<file path="config.mk">
export PLATFORM = sky130hd
export DESIGN_NAME = mem_host_arbiter
export DESIGN_NICKNAME = d
export VERILOG_FILES = /design/src/rtl/risc_pkg.sv /design/src/rtl/arb_guard_counter.sv /design/src/rtl/counter.sv /design/src/rtl/mem_host_arbiter.sv
export SDC_FILE = /design/constraint.sdc
export NUM_CORES = 1
export LEC_CHECK = 0
export CAP_MARGIN = 20
export CELL_PAD_IN_SITES_DETAIL_PLACEMENT = 1
export CELL_PAD_IN_SITES_GLOBAL_PLACEMENT = 1
export CORE_UTILIZATION = 26
export CTS_CLUSTER_SIZE = 40
export DETAILED_ROUTE_END_ITERATION = 12
export PLACE_DENSITY_LB_ADDON = 0.1
export REMOVE_ABC_BUFFERS = 1
export SYNTH_ARGS = -nofsm -noshare
export SYNTH_HDL_FRONTEND = slang
export SYNTH_SLANG_ARGS = --single-unit
</file>
<file path="constraint.sdc">
create_clock -name clk -period 3.7 [get_ports clk]
set_input_delay 0.37 -clock clk [delete_from_list [all_inputs] [get_ports clk]]
set_output_delay 0.37 -clock clk [all_outputs]
set_load 0.02 [all_outputs]
</file>
<file path="src/rtl/risc_pkg.sv">
// Shared constants and types for the risc core memory subsystem.
package risc_pkg;

    localparam int unsigned RISC_AWIDTH = 5;
    localparam int unsigned RISC_DWIDTH = 8;

    typedef enum logic [1:0] {
        ARB_CPU   = 2'd0,
        ARB_DRAIN = 2'd1,
        ARB_HOST  = 2'd2
    } arb_state_t;

    // Bits needed to hold values 0..maxval.
    function automatic int unsigned cnt_width(input int unsigned maxval);
        return $clog2(maxval + 1);
    endfunction

endpackage

</file>
<file path="src/rtl/arb_guard_counter.sv">
// Loadable down-counter that saturates at zero; times the post-burst cooldown.
module arb_guard_counter #(
    parameter int unsigned WIDTH = 4
) (
    input  logic             clk,
    input  logic             rst,
    input  logic             load,
    input  logic [WIDTH-1:0] load_val,
    input  logic             dec,
    output logic [WIDTH-1:0] cnt
);

    always_ff @(posedge clk) begin
        if (rst) begin
            cnt <= '0;
        end else if (load) begin
            cnt <= load_val;
        end else if (dec && (cnt != '0)) begin
            cnt <= cnt - 1'b1;
        end
    end

endmodule

</file>
<file path="src/rtl/counter.sv">
// Generic up-counter with synchronous load; load takes priority over count.
module counter #(
    parameter int unsigned WIDTH = 4
) (
    input  logic             clk,
    input  logic             rst,
    input  logic             load,
    input  logic             enab,
    input  logic [WIDTH-1:0] din,
    output logic [WIDTH-1:0] cnt
);

    always_ff @(posedge clk) begin
        if (rst) begin
            cnt <= '0;
        end else if (load) begin
            cnt <= din;
        end else if (enab) begin
            cnt <= cnt + 1'b1;
        end
    end

endmodule

</file>
<file path="src/rtl/mem_host_arbiter.sv">
// Shares the core memory between the CPU and a host port; host bursts start only
// at an instruction boundary (phase 0, counter frozen) or while the CPU is halted.
module mem_host_arbiter
    import risc_pkg::*;
#(
    parameter int unsigned AWIDTH    = RISC_AWIDTH,
    parameter int unsigned DWIDTH    = RISC_DWIDTH,
    parameter int unsigned MAX_BURST = 4,
    parameter int unsigned COOLDOWN  = 8
) (
    input  logic              clk,
    input  logic              rst,
    input  logic [2:0]        cpu_phase,
    input  logic              cpu_halt,
    input  logic              cpu_rd,
    input  logic              cpu_wr,
    input  logic              cpu_data_e,
    input  logic [AWIDTH-1:0] cpu_addr,
    input  logic              host_req,
    input  logic              host_we,
    input  logic              host_last,
    input  logic [AWIDTH-1:0] host_addr,
    input  logic [DWIDTH-1:0] host_wdata,
    input  logic [DWIDTH-1:0] mem_data_in,
    output logic              host_gnt,
    output logic              host_ack,
    output logic [DWIDTH-1:0] host_rdata,
    output logic              cpu_stall,
    output logic              mem_rd,
    output logic              mem_wr,
    output logic [AWIDTH-1:0] mem_addr,
    output logic [DWIDTH-1:0] mem_wdata,
    output logic              mem_wdata_en,
    output logic              mem_cpu_drive
);

    localparam int unsigned BW = cnt_width(MAX_BURST);
    localparam int unsigned GW = cnt_width(COOLDOWN);
    localparam logic [BW-1:0] LAST_BEAT = BW'(MAX_BURST - 1);
    localparam logic [GW-1:0] GUARD_LOAD = GW'(COOLDOWN);

    arb_state_t        state_q, state_d;
    logic              gnt_q;
    logic [DWIDTH-1:0] rdata_q;
    logic [BW-1:0]     beat_cnt;
    logic [GW-1:0]     guard;
    logic              guard_zero;
    logic              burst_exit;

    assign guard_zero = (guard == '0);

    counter #(
        .WIDTH (BW)
    ) u_beat_cnt (
        .clk  (clk),
        .rst  (rst),
        .load (burst_exit),
        .enab (host_ack),
        .din  ('0),
        .cnt  (beat_cnt)
    );

    // The phase counter only advances while the CPU is neither halted nor stalled.
    arb_guard_counter #(
        .WIDTH (GW)
    ) u_guard (
        .clk      (clk),
        .rst      (rst),
        .load     (burst_exit),
        .load_val (GUARD_LOAD),
        .dec      (!cpu_halt && (state_q != ARB_HOST)),
        .cnt      (guard)
    );

    always_comb begin
        state_d       = state_q;
        burst_exit    = 1'b0;
        host_ack      = 1'b0;
        mem_rd        = cpu_rd;
        mem_wr        = cpu_wr;
        mem_addr      = cpu_addr;
        mem_cpu_drive = cpu_data_e;
        mem_wdata_en  = 1'b0;
        mem_wdata     = '0;
        unique case (state_q)
            ARB_CPU: begin
                if (host_req && (guard_zero || cpu_halt)) begin
                    state_d = cpu_halt ? ARB_HOST : ARB_DRAIN;
                end
            end
            ARB_DRAIN: begin
                // Leaving on phase 7 lets the counter wrap to 0 before it freezes.
                if ((cpu_phase == 3'd7) || cpu_halt) begin
                    state_d = ARB_HOST;
                end
            end
            ARB_HOST: begin
                host_ack      = host_req;
                mem_addr      = host_addr;
                mem_cpu_drive = 1'b0;
                mem_rd        = host_req && !host_we;
                mem_wr        = host_req && host_we;
                mem_wdata_en  = host_req && host_we;
                mem_wdata     = (host_req && host_we) ? host_wdata : '0;
                if (!host_req || host_last || (beat_cnt == LAST_BEAT)) begin
                    burst_exit = 1'b1;
                    state_d    = ARB_CPU;
                end
            end
            default: state_d = ARB_CPU;
        endcase
    end

    always_ff @(posedge clk) begin
        if (rst) begin
            state_q <= ARB_CPU;
            gnt_q   <= 1'b0;
            rdata_q <= '0;
        end else begin
            state_q <= state_d;
            gnt_q   <= (state_d == ARB_HOST);
            if ((state_q == ARB_HOST) && host_req && !host_we) begin
                rdata_q <= mem_data_in;
            end
        end
    end

    assign host_gnt   = gnt_q;
    assign cpu_stall  = gnt_q;
    assign host_rdata = rdata_q;

endmodule

</file>
# Word level (Yosys, flattened, before mapping)
# Index checks and enable logic that the tools add are counted.
[totals] regBits=18 wordCells=50
[classes] n_eq_ne=6 n_reduce_logical=19 add_sub_neg=2 muxes=17
[ops] cell="2-to-1 mux 8 bit" n=2
[ops] cell="2-to-1 mux 2 bit" n=4
[ops] cell="2-to-1 mux 4 bit" n=2
[ops] cell="logical AND 1 bit" n=7
[ops] cell="2-to-1 mux 1 bit" n=7
[ops] cell="case mux 2 bit (3 select lines)" n=1
[ops] cell="2-to-1 mux 5 bit" n=1
[ops] cell="== test 2 bit, second input constant" n=2
[ops] cell="logical NOT 4 bit" n=1
[ops] cell="logical OR 1 bit" n=4
[ops] cell="nonzero test 4 bit" n=1
[ops] cell="subtractor 4 x 1 -> 4 bit, second input constant" n=1
[ops] cell="adder 3 x 1 -> 3 bit, second input constant" n=1
[ops] cell="== test 3 x 2 -> 1 bit, second input constant" n=1
[ops] cell="== test 3 bit, second input constant" n=1
[ops] cell="logical NOT 1 bit" n=3
[ops] cell="== test 2 x 1 -> 1 bit, second input constant" n=1
[ops] cell="logical NOT 2 bit" n=1
[ops] cell="inequality test 2 bit, second input constant" n=1
[ops] cell="nonzero test 2 bit" n=1
[ops] cell="OR reduction 2 bit" n=1

# Logic depth before layout (Yosys ltp)
# Gate-level depths: netlist (run 1).
[depth] depth_word=6 mapped_depth=5

# Modules after synthesis
# Synthesis (run 1) repeated with hierarchy kept, for this count alone.
[unflattened] hier_cells=125 hier_area_um2=1048.5
[modules_own_cells] module="mem_host_arbiter" area_per_inst_um2=648.1 instances=1 seq_area_each_um2=220.2 cells_each=82
[modules_own_cells] module="arb_guard_counter" area_per_inst_um2=241.5 instances=1 seq_area_each_um2=80.1 cells_each=28
[modules_own_cells] module="counter" area_per_inst_um2=158.9 instances=1 seq_area_each_um2=60.1 cells_each=15

# Worst setup path after synthesis (run 1)
# Ideal clock, no wire load.
[synth_path] kind="register -> output" startpoint="register state_q[0]" endpoint="output port mem_wr" n_path_buf=1 stages_incl_launch_ff=5 t_arrival_ps=1159 t_required_ps=3330 setup_slack_ps=2171 path_cell_list="dfxtp_1 and3b_1 clkbuf_2 and2_1 a21o_1"
[synth_between] elab_chain_len=2
[synth_lines] element="start, declared" line="mem_host_arbiter.sv:42" text="arb_state_t state_q, state_d;"
[synth_lines] element="start signal, assigned" line="mem_host_arbiter.sv:120" text="state_q <= state_d;"
[synth_lines] element="== test 2 bit" line="mem_host_arbiter.sv:85" text="unique case (state_q)"
[synth_lines] element="2-to-1 mux 1 bit" line="mem_host_arbiter.sv:85"
[synth_lines] element="end, declared" line="mem_host_arbiter.sv:30" text="output logic mem_wr,"
# Every way passes these cells.

# Worst setup path after layout (run 1)
[layout_path] startpoint="input port host_req" endpoint="output port mem_wr"
[layout_between] elab_chain_len=2
[layout_lines] element="start, declared" line="mem_host_arbiter.sv:19" text="input logic host_req,"
[layout_lines] element="logical AND 1 bit" line="mem_host_arbiter.sv:102" text="mem_wr = host_req && host_we;"
[layout_lines] element="2-to-1 mux 1 bit" line="mem_host_arbiter.sv:85"
# Every way passes these cells.

==> results of run 1 <==
-- metal layers --
metal | global-route usage | wire, µm
met1 | 0.1650 | 1251
met2 | 0.3005 | 1570
met3 | 0.02679 | 178
met4 | 0.05682 | 31
met5 | 0 | 0
-- power groups by stage --
stage	clock network (mW)	registers (mW)	logic, mW
finish	0.132	0.232	0.248
floorplan	0	0.236	0.137
CTS	0.138	0.232	0.251
detailed placement	0	0.236	0.249
global placement	0	0.234	0.236
global route	0.148	0.236	0.269
-- Yosys cell counts (2+ instances only) --
master   number  share of area
dfxtp_1      18           0.36
nand2_1      16          0.060
nor2_1       13          0.049
mux2i_1       9          0.091
and3_1        8          0.050
a21oi_1       4          0.020
inv_1         4          0.015
nor2b_1       4          0.025
buf_4         3          0.023
ha_1          3          0.038
a21o_1        2          0.015
a31o_2        2          0.018
and2_1        2          0.013
nor3_1        2          0.010
nor3b_1       2          0.015
-- cells by family (layout without fill, tap and decap cells) --
family / Yosys count / in the layout
xor gates and xnor gates: 1 / 1
and+or+nand+nor: 57 / 57
muxes: 9 / 9
DFF: 18 / 18
adders and majority gates: 3 / 3
buffers and inverters: 11 / 72
AOI/OAI and AO/OA: 17 / 17
-- cell type report --
class | count | area, µm² | share of cell area
Timing Repair Buffer | 65 | 650.6 | 0.3829
Multi-Input combinational cell | 87 | 571.8 | 0.3365
Sequential cell | 18 | 360.3 | 0.2121
Tap cell | 48 | 60.06 | 0.03535
Clock buffer | 3 | 41.29 | 0.02430
Inverter | 4 | 15.01 | 0.008837
-- critical path: cells and delay by family --
kind,cells,cell delay [ns]
compound gates,1,0.09
buf+inv,2,1.09
simple gates,2,0.69
-- registers in the layout, summed over array words and instances, names as in the netlist --
signal and flops:
cpu_stall 1, u_guard.cnt 4, host_rdata 8, u_beat_cnt.cnt 3, state_q 2
-- through the flow --
step | total power [mW] | instance area [µm²] | utilization | setup slack, ns
2_1_floorplan | 0.3733 | 947.2 | - | 1.937
3_3_place_gp | 0.4700 | 1658 | 0.4528 | 1.148
3_5_place_dp | 0.4850 | 1658 | 0.4528 | 1.099
4_1_cts | 0.6211 | 1699 | 0.4641 | 1.098
5_1_grt | 0.6535 | 1699 | 0.4641 | 0.9759
6_report | 0.6114 | 1699 | 0.4641 | 1.081
-- path summary, 6_finish.rpt --
kind / from / endpoint / slack, ns / depth (start not counted)
setup reg to reg: state_q[1] / u_beat_cnt.cnt[1] / 2.02 / 3
hold / removal: host_rdata[6] / host_rdata[6] / 0.49 / 2
setup / recovery: host_req / mem_wr / 1.08 / 5
hold reg to reg: host_rdata[6] / host_rdata[6] / 0.49 / 2
==> flow_metrics.tcl, run 1 <==
set metrics [dict create \
    cts-hold-fix-buffers 0 \
    slew_headroom 0.5720 \
    drt_iter0_drc 43 \
    antenna_found_initial 0 \
    htree_levels 1 \
    dp.cells 222 \
    synth_area_per_cell_um2 8.575 \
    numPortBuffers 65 \
    async_flop_share 0 \
    ioPinCount 66 \
    grt_usage 0.1555 \
    worstPathRequired_ns 3.33 \
    synth_top_family_by_area "simple AND/OR/NAND/NOR gates" \
    muxShareOfSynthArea 0.09057 \
    worst-path-max-fanout 14 \
    worst_pin_slew_ns 0.6420 \
    crit_top_cell "clkdlybuf4s50_1" \
    hold_class "register to register" \
    synth_compound_area_frac 0.1283 \
    setup.worst_path.start_class "input port" \
    ys.flop_type "dfxtp_1" \
    critPathKind "input port to output port" \
    final_common_cell "clkdlybuf4s50_1" \
    wire_per_inst_um 13.47 \
    clkPwrFrac 0.216 \
    period_needed_ns 2.619 \
    switching_power_mw 0.1921 \
    cts_tree "done" \
    cp_cell_sequence "clkdlybuf4s50_1 -> and3b_1 -> and2_1 -> a21o_1 -> clkdlybuf4s50_1" \
    hold_ws_ns 0.4937 \
    antennaDiodeCount 0 \
    dieArea_um2 4077 \
    rows 22 \
    synth-adder-area-share 0.03774 \
    fp.dieW_um 63.85 \
    vias 1053 \
    finalCritPeriodShare 0.7077 \
    fillerInstances 435 \
    swShare 0.3143 \
    clk_latency_ns 0.24 \
    ant_nets 0 \
    hold_violations 0 \
    place_congestion 0.6704 \
    seq_area_frac_synth 0.3623 \
    routed_wl_um 3031 \
    tns_ns 0 \
    area_growth_pct 70.82 \
    clock-root-buffer "clkbuf_8" \
    path_clk_slew_ns 0.06 \
    pwr_density_cell_nw_per_um2 359.8 \
    grt_overflow_total 0 \
    finClkSkew_ns 0.0008905 \
    cts.sinks 18 \
    cts-buffers-inserted 3 \
    pwr-share-comb 0.405 \
    fin_cells 225 \
    yosysWarnings 0 \
    max_cap_violations 0 \
    cpPeakStageDelay_ns 0.59 \
    drc 0 \
    nets 220 \
    pwr-share-seq 0.379 \
    vias_per_cell 4.680 \
    final_cell_mix "65 x clkdlybuf4s50_1, 18 x dfxtp_1, 16 x nand2_1" \
    synth_area_um2 994.7 \
    synth-xor-area-share 0.008805 \
    hpwl_um 2398 \
    grt_start_max_net_pins 18 \
    critPathSlowestCell "clkdlybuf4s50_1" \
    cts_resized 0 \
    ys_types 39 \
    cp.arrival_ns 2.25 \
    slew_violations 0 \
    drive_above_1_share 0.06215 \
    p_leak_nw 0.6643 \
    start_util 0.2717 \
    synth-edff-count 0 \
    synth-simple-area-share 0.3094 \
    fmax_mhz 381.9 \
    internal-power_mw 0.4193 \
    cts_buffer_depth 2 \
    grt_setup_unrepaired "no" \
    post_cts_buffers 0 \
    status "completed" \
    crit_path_end_kind "output port" \
    grt_pass1_wl_um 5009 \
    synthCells 116 \
    fp.dieH_um 63.85 \
    first_pass_iters 4 \
    setup_viol_count_final 0 \
    synth-seq-cells 18 \
    coreArea_um2 3661 \
    ir_worst_vdd_mv 0.1543 \
    first_global_vias 1123 \
]
(Power assumes the default switching activity.)
==> run 2, diff against run 1 <==
CORE_UTILIZATION = 24   (was 26)
clock period = 2.52 ns   (was 3.7 ns; I/O delays follow)
==> run 2 against run 1 <==
Combinational power rose by 46%. Utilization fell by 3.0 points. Routed wire length rose by 2.7%. Critical endpoint unchanged. Largest cell class unchanged. Largest power group unchanged. Highest routed layer unchanged.
==> flow_metrics.tcl, run 2 (synthesized netlist as in run 1, its figures left out) <==
set metrics [dict create \
    ff_latch_area_um2 360.3 \
    nets 223 \
    tns_ns 0 \
    placed_area_um2 1683 \
    numPortBuffers 65 \
    cts_tree "done" \
    clock-root-buffer "clkbuf_8" \
    finalCritPeriodShare 0.9088 \
    hold_class "register to register" \
    grt_pass1_wl_um 5216 \
    status "completed" \
    pwr_density_cell_nw_per_um2 541.2 \
    worst-path-max-fanout 11 \
    cts_resized 0 \
    wire_per_inst_um 13.48 \
    fin_cells 231 \
    cts.sinks 18 \
    switching_power_mw 0.2897 \
    path_clk_slew_ns 0.07 \
    place_congestion 0.7235 \
    first_global_vias 1147 \
    pwr-share-comb 0.385 \
    slew_violations 0 \
    dieArea_um2 4406 \
    fillerInstances 467 \
    post_cts_buffers 0 \
    pwr-share-seq 0.362 \
    cts-hold-fix-buffers 0 \
    routed_wl_um 3114 \
    finClkSkew_ns 0.004210 \
    setup_viol_count_final 0 \
    setup.worst_path.start_class "input port" \
    rows 23 \
    swShare 0.3080 \
    largest_reg_flops 8 \
    ir_worst_vdd_mv 0.2018 \
    area_growth_pct 74.72 \
    cts-buffers-inserted 3 \
    ant_nets 0 \
    fin_area_um2 1738 \
    critPathKind "input port to output port" \
    multi_input_area_um2 571.8 \
    grt_usage 0.1530 \
    fmax_mhz 436.6 \
    crit_path_end_kind "output port" \
    final_common_cell "clkdlybuf4s50_1" \
    htree_levels 1 \
    grt_setup_unrepaired "no" \
    drive_above_1_share 0.08287 \
    clkPwrFrac 0.253 \
    drc 0 \
    cp.arrival_ns 2.04 \
    start_util 0.2487 \
    slew_headroom 0.6309 \
    max_cap_violations 0 \
    worst_pin_slew_ns 0.5526 \
    ioPinCount 66 \
    drt_iter0_drc 11 \
    antenna_found_initial 0 \
    antennaDiodeCount 0 \
    coreArea_um2 4000 \
    clk_latency_ns 0.25 \
    p_leak_nw 0.6866 \
    grt_overflow_total 0 \
    hpwl_um 2458 \
    hold_violations 0 \
    final_cell_mix "65 x clkdlybuf4s50_1, 18 x dfxtp_1, 16 x nand2_1" \
    fp.dieW_um 66.38 \
    worstPathRequired_ns 2.27 \
    internal-power_mw 0.6508 \
    grt_start_max_net_pins 16 \
    vias 1066 \
    cts_buffer_depth 2 \
    period_needed_ns 2.290 \
    first_pass_iters 2 \
    dp.cells 227 \
    fp.dieH_um 66.38 \
    vias_per_cell 4.615 \
]
==> run 2: cell count changes in the layout (fill, tap and decap cells not counted), sizes merged <==
cell	previous run	this run
clkbuf	3	4
buf	0	3
==> run 2: cell type report <==
cell class,instances,share of cell area
timing repair buffer,68,0.3873
inverter,4,0.008639
clock buffer,4,0.03168
multi-input combinational,87,0.3290
tap,50,0.03600
sequential,18,0.2073
==> run 2: metrics by stage <==
| stage | hold WS (ns) | total power [mW] | worst slack, ns | util |
|---|---|---|---|---|
| 6_report | 0.4945 | 0.9405 | 0.2297 | 0.4345 |
| 3_5_place_dp | 0.4896 | 0.7095 | 0.2376 | 0.4207 |
| 5_1_grt | 0.5399 | 1.003 | 0.07848 | 0.4345 |
| 4_1_cts | 0.4975 | 0.9543 | 0.2216 | 0.4345 |
| 3_3_place_gp | 0.4717 | 0.6958 | 0.2939 | 0.4207 |
| 2_1_floorplan | 0.3211 | 0.5481 | 0.8753 | - |
==> run 2: power groups by stage <==
stage	clock (mW)	sequential, mW	combinational, mW
floorplan	0	0.347	0.201
global placement	0	0.344	0.352
detailed placement	0	0.346	0.363
CTS	0.249	0.340	0.366
global route	0.264	0.345	0.394
finish	0.238	0.340	0.362
==> run 2: per-layer routing <==
| metal | GRT usage | wire length (µm) | up-vias |
|---|---|---|---|
| met5 | 0 | 0 | - |
| met4 | 0.06383 | 23 | 0 |
| met3 | 0.02241 | 163 | 2 |
| met2 | 0.2934 | 1659 | 30 |
| met1 | 0.1636 | 1268 | 501 |
| li1 | - | - | 533 |
==> run 2: worst paths after layout <==
check | start | end | slack (ns) | depth (start not counted)
worst max-delay path | host_req | mem_wr | 0.23 | 5
worst min-delay path | u_beat_cnt.cnt[2] | u_beat_cnt.cnt[2] | 0.49 | 2
worst max register to register | state_q[1] | u_beat_cnt.cnt[1] | 0.81 | 4
worst min register to register | u_beat_cnt.cnt[2] | u_beat_cnt.cnt[2] | 0.49 | 2
==> run 2: worst max-delay path: stages <==
cell and delay [ns]:
clkdlybuf4s50_1 0.51, and3b_1 0.38, and2_1 0.21, a21o_1 0.09, clkdlybuf4s50_1 0.60
==> run 3, diff against run 2 <==
CORE_UTILIZATION = 22   (was 24)
HOLD_SLACK_MARGIN = 0.08   (was unset)
clock period = 1.98 ns   (was 2.52 ns; I/O delays follow)
==> run 3 against run 2 <==
Global-route usage shrank 1.9 points. Worst hold slack gained 0.0017 ns. Via count is essentially flat. Cell area grew 2.4%. Flip-flop and latch count is the same. Combinational power grew 30%. Clock skew shrank 0.00058 ns. Die area grew 8.8%. Largest power group unchanged.
==> flow_metrics.tcl, run 3 (synthesized netlist as in run 1, its figures left out) <==
set metrics [dict create \
    status "completed" \
    cp.arrival_ns 1.67 \
    vias 1067 \
    slew_violations 0 \
    worstPathRequired_ns 1.78 \
    grt_setup_unrepaired "no" \
    crit_top_cell "clkdlybuf4s50_1" \
    worst-path-buf-inv 3 \
    cts_tree "done" \
    cts.sinks 18 \
    cts-buffers-inserted 3 \
    fmax_mhz 535.2 \
    dieArea_um2 4794 \
    reg2reg_to "u_guard.cnt[1]" \
    hold_class "register to register" \
    postLayoutCoreUtil 0.4089 \
    final_common_cell "clkdlybuf4s50_1" \
    post-place-ws_ns -0.04785 \
    hpwl_um 2511 \
    post_cts_buffers 0 \
    cp_cell_sequence "clkdlybuf4s50_1 -> and3b_1 -> buf_4 -> clkdlybuf4s50_1" \
    cts_buffer_depth 2 \
    crit_path_end_kind "output port" \
    cp.depth 4 \
    grt_start_max_net_pins 12 \
    layout_setup_ws_ns 0.1115 \
    grt_pass1_wl_um 5299 \
    setup_viol_count_final 0 \
    first_global_vias 1186 \
    critPathKind "input port to output port" \
    slew_headroom 0.7688 \
    htree_levels 1 \
    worst-path-max-fanout 10 \
    clock-root-buffer "clkbuf_8" \
    reg2regPathDepth 6 \
    grt_overflow_total 0 \
    finalCritPeriodShare 0.9437 \
    nets 227 \
    setup.worst_path.start_class "input port" \
    antennaDiodeCount 0 \
    grt_usage 0.1341 \
    finClkSkew_ns 0.003630 \
    r2r-start "u_beat_cnt.cnt[0]" \
    place_congestion 0.7099 \
    drc 0 \
    max_cap_violations 0 \
    cts-hold-fix-buffers 0 \
    drt_iter0_drc 9 \
    rrSetupSlack_ns 0.39 \
    ioPinCount 66 \
    hold_ws_ns 0.4963 \
    numPortBuffers 65 \
    antenna_found_initial 0 \
    worstSetupStartpoint "host_req" \
    largest_reg_flops 8 \
    fp.dieH_um 69.24 \
    p_leak_nw 0.7585 \
    first_pass_iters 5 \
    crit_end "host_ack" \
    cpPeakStageDelay_ns 0.62 \
    wire_per_inst_um 13.10 \
    rows 24 \
    vias_per_cell 4.502 \
    final_cell_mix "56 x clkdlybuf4s50_1, 16 x nand2_1, 16 x dfxtp_1" \
    totalPowerFinal_mw 1.211 \
    clk_latency_ns 0.25 \
    fp.dieW_um 69.24 \
    routed_wl_um 3105 \
    pwr_density_cell_nw_per_um2 680.3 \
    coreArea_um2 4354 \
    hold_violations 0 \
    start_util 0.2284 \
    critPathSlowestCell "clkdlybuf4s50_1" \
    period_needed_ns 1.869 \
    tns_ns 0 \
    drive_above_1_share 0.1243 \
    area_growth_pct 78.99 \
    ant_nets 0 \
    ir_worst_vdd_mv 0.3700 \
    worst_pin_slew_ns 0.3461 \
    worst_path_dominant_cell_family "buffers and inverters" \
    path_clk_slew_ns 0.07 \
]
run 3: changes by cell type in the layout (fill, tap and decap cells not counted), sizes merged:
cell           before  now
dlygate4sd2         0    8
buf                 3    7
dlymetal6s2s        0    1
clkdlybuf4s50      65   56
run 3: worst min path at each step:
stage	slack, ns	startpoint	to	cells past startpoint
2_1_floorplan	0.27	rst	cpu_stall	1
3_3_place_gp	0.47	host_rdata[4]	host_rdata[4]	2
3_5_place_dp	0.49	host_rdata[7]	host_rdata[7]	2
4_1_cts	0.51	host_rdata[2]	host_rdata[2]	2
5_1_grt	0.53	host_rdata[4]	host_rdata[4]	2
6_report	0.50	host_rdata[2]	host_rdata[2]	2
run 3: timing repair:
item | CTS | global route
endpoints found under the setup margin | 16 | 8
gates resized for setup | 10 | 5
gates cloned | 0 | 0
run 3: worst reg2reg max path, stage by stage (launching register included):
cell      delay (ns)
dfxtp_1         0.33
ha_1            0.20
ha_1            0.19
nor3b_1         0.29
o21bai_1        0.19
buf_4           0.18
a211oi_2        0.14
run 3: layer usage:
metal / track usage / part of all wire
met5: 0 / 0
met4: 0.02948 / 0.0074
met3: 0.04215 / 0.052
met2: 0.2352 / 0.50
met1: 0.1589 / 0.44
run 3: cell type report:
cell class              count  area (µm²)
well taps                  52       65.06
inverters                   4       15.01
flip-flops and latches     18       362.8
multi-input cells          87       586.8
fillers                   516        2574
repair buffers             72       695.7
clock buffers               4       55.05
run 3: through the flow:
stage | instance area (µm²) | std cells
global route | 1780 | 237
floorplan | 947.2 | 109
finish | 1780 | 237
CTS | 1764 | 237
detailed placement | 1715 | 233
global placement | 1715 | 233
run 3: report_power, final:
group          internal, mW  switching, mW  total, mW
Combinational         0.261          0.211      0.472
Clock                 0.177          0.125      0.301
Sequential            0.402         0.0360      0.438
